$ cat config.mk
export PLATFORM = sky130hd
export DESIGN_NAME = multiword_add_seq
export DESIGN_NICKNAME = d
export VERILOG_FILES = /design/src/rtl/multiword_add_seq.sv
export SDC_FILE = /design/constraint.sdc
export NUM_CORES = 1
export LEC_CHECK = 0
export BUFFER_PORTS_ARGS = -buffer_cell sky130_fd_sc_hd__buf_2
export CORE_ASPECT_RATIO = 0.5
export CORE_MARGIN = 2
export CORE_UTILIZATION = 50
export CTS_BUF_LIST = sky130_fd_sc_hd__clkbuf_4 sky130_fd_sc_hd__clkbuf_8
export CTS_CLUSTER_DIAMETER = 40
export DETAILED_ROUTE_END_ITERATION = 10
export PLACE_DENSITY = 0.83
export SETUP_SLACK_MARGIN = 0.05
export SLEW_MARGIN = 25
export SYNTH_ARGS = -nofsm -noshare
export SYNTH_HDL_FRONTEND = slang
export SYNTH_SLANG_ARGS = --single-unit
export TNS_END_PERCENT = 10
$ cat constraint.sdc
create_clock -name clk -period 4.7 [get_ports clk]
set_input_delay 0.235 -clock clk [delete_from_list [all_inputs] [get_ports clk]]
set_output_delay 0.235 -clock clk [all_outputs]
set_load 0.05 [all_outputs]
$ cat src/rtl/multiword_add_seq.sv
// Serial multiword adder/subtractor: one n-bit ripple slice is reused for WORDS
// cycles to build a W = n*WORDS bit sum, least significant slice first.

module multiword_add_seq_slice #(
    parameter int n = 4
) (
    input  logic         i_ci,
    input  logic [n-1:0] i_x,
    input  logic [n-1:0] i_y,
    output logic [n-1:0] o_sum,
    output logic         o_co
);
    logic [n:0] w_c;

    assign w_c[0] = i_ci;

    genvar g;
    generate
        for (g = 0; g < n; g++) begin : g_fa
            assign o_sum[g]   = i_x[g] ^ i_y[g] ^ w_c[g];
            assign w_c[g + 1] = (i_x[g] & i_y[g]) | (w_c[g] & (i_x[g] ^ i_y[g]));
        end
    endgenerate

    assign o_co = w_c[n];
endmodule

// Handshake: start is sampled only while idle (busy=0, done=0); busy is high for
// exactly WORDS cycles, then done pulses for one cycle with S/carryout/overflow final.
module multiword_add_seq #(
    parameter int n     = 4,
    parameter int WORDS = 4
) (
    input  logic                 clk,
    input  logic                 reset,
    input  logic                 start,
    input  logic                 sub,
    input  logic [n*WORDS-1:0]   A,
    input  logic [n*WORDS-1:0]   B,
    output logic                 busy,
    output logic                 done,
    output logic [n*WORDS-1:0]   S,
    output logic                 carryout,
    output logic                 overflow
);
    localparam int W  = n * WORDS;
    localparam int IW = (WORDS > 1) ? $clog2(WORDS) : 1;

    typedef enum logic [1:0] {
        IDLE = 2'd0,
        RUN  = 2'd1,
        DONE = 2'd2
    } state_t;

    state_t         r_state;
    logic [W-1:0]   r_a;
    logic [W-1:0]   r_b;
    logic [W-1:0]   r_s;
    logic           r_carry;
    logic           r_cout;
    logic           r_ovf;
    logic [IW-1:0]  r_idx;

    logic [n-1:0]   w_x;
    logic [n-1:0]   w_y;
    logic [n-1:0]   w_sum;
    logic           w_co;
    logic           w_c_msb;
    logic           w_last;

    assign w_x    = r_a[32'(r_idx) * n +: n];
    assign w_y    = r_b[32'(r_idx) * n +: n];
    assign w_last = (r_idx == IW'(WORDS - 1));
    // Carry into the slice MSB recovered from its sum bit and operand bits.
    assign w_c_msb = w_x[n-1] ^ w_y[n-1] ^ w_sum[n-1];

    multiword_add_seq_slice #(.n(n)) u_slice (
        .i_ci  (r_carry),
        .i_x   (w_x),
        .i_y   (w_y),
        .o_sum (w_sum),
        .o_co  (w_co)
    );

    always_ff @(posedge clk) begin
        if (reset) begin
            r_state <= IDLE;
            r_a     <= '0;
            r_b     <= '0;
            r_s     <= '0;
            r_carry <= 1'b0;
            r_cout  <= 1'b0;
            r_ovf   <= 1'b0;
            r_idx   <= '0;
        end else begin
            case (r_state)
                IDLE: begin
                    if (start) begin
                        r_a     <= A;
                        r_b     <= sub ? ~B : B;
                        r_carry <= sub;
                        r_idx   <= '0;
                        r_s     <= '0;
                        r_cout  <= 1'b0;
                        r_ovf   <= 1'b0;
                        r_state <= RUN;
                    end
                end
                RUN: begin
                    r_s[32'(r_idx) * n +: n] <= w_sum;
                    r_carry                  <= w_co;
                    if (w_last) begin
                        r_cout  <= w_co;
                        r_ovf   <= w_c_msb ^ w_co;
                        r_state <= DONE;
                    end else begin
                        r_idx <= r_idx + IW'(1);
                    end
                end
                DONE: r_state <= IDLE;
                default: r_state <= IDLE;
            endcase
        end
    end

    assign busy     = (r_state == RUN);
    assign done     = (r_state == DONE);
    assign S        = r_s;
    assign carryout = r_cout;
    assign overflow = r_ovf;
endmodule

==> reports/metrics.cfg <==
[outcome]
outcome=complete, no violations

[setup_path]
required_ns=4.92
path_max_fanout=16
critPathKind=reg -> reg
regToRegStartpoint=r_idx[0]
rrSetupSlack_ns=1.35
arrival_ns=3.58
cp-end-kind=register
cp-start-kind=register
worstRegToRegCells=11
reg2reg_to=overflow

[floorplanning]
core_area_sq_um=5000
die_area_sq_um=5910
fp.dieH_um=55.4
rows=18
die_x_um=107
start_util_pct=52.8
ios=56

[global_route]
antenna_found_initial=0
grtUsageTotal_pct=18.3
grt_pass1_vias=1992
grt_max_degree=52
grt_pass1_wl_um=8780
grt.overflow.total=0

[detailed_routing]
via_count=2090
drt_wl_total_um=5360
drcViolationCount=0
drtIter0Drc=113
drt-wirelength-per-cell_um=13.8
routed_via_density=5.39
ant_nets=0
firstDrtPassIters=4

[placement]
portBuffers=55
dp_cells=380
postPlaceCellArea_sq_um=2900
dp_hpwl_um=3800
gp_congestion=0.836

[synthesis]
yosys.area.top_type_share_pct=41.7
ys_ff_latch=55
postSynthAreaPerCell_sq_um=9.63
yosys.area.top_type=dfxtp_1
synth_cells=274
netlist_area_sq_um=2640
synth_seq_area_share_pct=41.7
yosys-top-cells-area=dfxtp_1 42%, mux4_2 6.8%, xnor2_1 5.6%, a21oi_1 5.3%, a211oi_1 4.6%
syn_nets=320
yosysWarnings=0
async_reset_ff_share_pct=0
ys_top_cells_by_count=55 x dfxtp_1, 32 x nand2_1, 28 x a21oi_1, 21 x nor2_1, 17 x xnor2_1
synth.most_common_cell=dfxtp_1
synthDistinctLibCells=41
synth_edf_count=0
ys.flop_type=dfxtp_1

[job]
cap_violations=0

[hold_path]
holdPathEnd=r_a[10]
hold_depth=3
holdCritStartpoint=A[10]
hold_class=in -> reg

[cts]
cts.path.max_buffers=2
clk_pin_slew_ns=0.10
cts_resized=0
holdBufCountCts=0
htree_levels=2
cts_tree=built
clkLatencyLatePin_ns=0.31
cts-root-buf=clkbuf_8
cts_made_buffers=5
clock_sinks=55
post_cts_buffers=0

[layout]
multiInputGateArea_sq_um=1380
instances_no_fill=388
final_layout_size_suffix_gt1_share_pct=24.8
area.sequential_sq_um=1100
diodes=0
nets=363
final_area_sq_um=3020
area_growth_pct=14.6
final.fill_count=426
post-route-util_pct=60.5

[power_and_ir_drop]
cellLeakagePower_nw=1.19
power_mw=1.02
max-vdd-ir-drop_uv=153
cellPowerDensity_nw_per_um2=338

[sta]
period_needed_ns=3.35
skew_ns=0.00640
fmax_ghz=0.298
hold_violations=0
maxSlewViolCount=0
tns_ns=0
finalCritPeriodShare_pct=71.4
max-slew-margin-rel_pct=39.4
setup_viol=0
worst_pin_slew_ns=0.909
grt_setup_unrepaired=false

## critical path, cell delays in order, from the launching register on
cell     delay (ns)
dfxtp_1        0.88
mux4_2         0.36
inv_1          0.05
fa_1           0.38
inv_1          0.08
fa_1           0.16
inv_1          0.05
fa_1           0.38
fa_1           0.44
xor2_1         0.18
xnor2_1        0.13
o31ai_1        0.18
## flip-flops by register name (all words and copies together), names as in the netlist
name and count:
r_carry 1, S 16, r_state 2, carryout 1
r_b 16, overflow 1, r_idx 2, r_a 16
## stage by stage
step                      worst slack, ns  hold WS, ns
after detailed placement             1.37        0.445
final                                1.35        0.150
after global placement               1.42        0.442
after CTS                            1.33        0.148
after floorplan                      1.75        0.371
after global routing                 1.13        0.153
## per-layer routing
metal,share of wire (%),track usage [%],vias to the layer above,routed length [um]
met1,47,23.8,1000,2500
met3,4.6,5.08,10,244
met5,0,0,-,0
met4,0.97,6.12,0,52
li1,-,-,1029,-
met2,48,29.8,51,2550
## how the worst max path moves through the flow
stage                   from  cells past startpoint  slack, ns  endpoint
floorplan           r_idx[0]                     12       1.75  overflow
global placement    r_idx[0]                     10       1.42  overflow
detailed placement  r_idx[0]                     11       1.37  overflow
CTS                 r_idx[0]                     11       1.33  overflow
global route        r_idx[0]                     11       1.13  overflow
finish              r_idx[0]                     11       1.35  overflow
## area by class of cell
cell class                 instances  area share, %
clock inverter                     2           1.28
multi-input combinational        186           45.7
inverter                          13           1.61
sequential                        55           36.4
tap                               70           2.90
timing repair buffer              56           9.35
clock buffer                       6           2.73
## cell usage in the layout, fill, tap and decap left out, types with 3 or more instances in the layout
cell type,n
nor2_1,21
a21oi_1,28
mux4_2,8
nand3b_1,8
nand3_1,4
inv_1,13
o2bb2ai_1,5
ha_1,6
a211oi_1,16
nor2b_1,3
fa_1,4
nand2_1,32
clkbuf_8,6
xnor2_1,17
o21ai_0,8
buf_2,55
dfxtp_1,55
## power by group
| group | total, mW | switching [mW] | internal (mW) | leakage, nW |
|---|---|---|---|---|
| Combinational | 0.181 | 0.0985 | 0.0826 | 0.681 |
| Clock | 0.327 | 0.152 | 0.175 | 0.0618 |
| Sequential | 0.513 | 0.0214 | 0.491 | 0.450 |
## cell families (layout without fill, tap and decap cells)
kind of cell    after synthesis  count (layout)  synth area share, %
compound gates               66              66                 16.0
xor+xnor                     18              18                 5.97
fa+ha+maj                    10              10                 5.88
buf+inv                      33              77                 6.12
flops                        55              55                 41.7
mux                          12              12                 8.44
simple gates                 80              80                 15.8
Note: power is estimated with default switching activity, not from simulation.
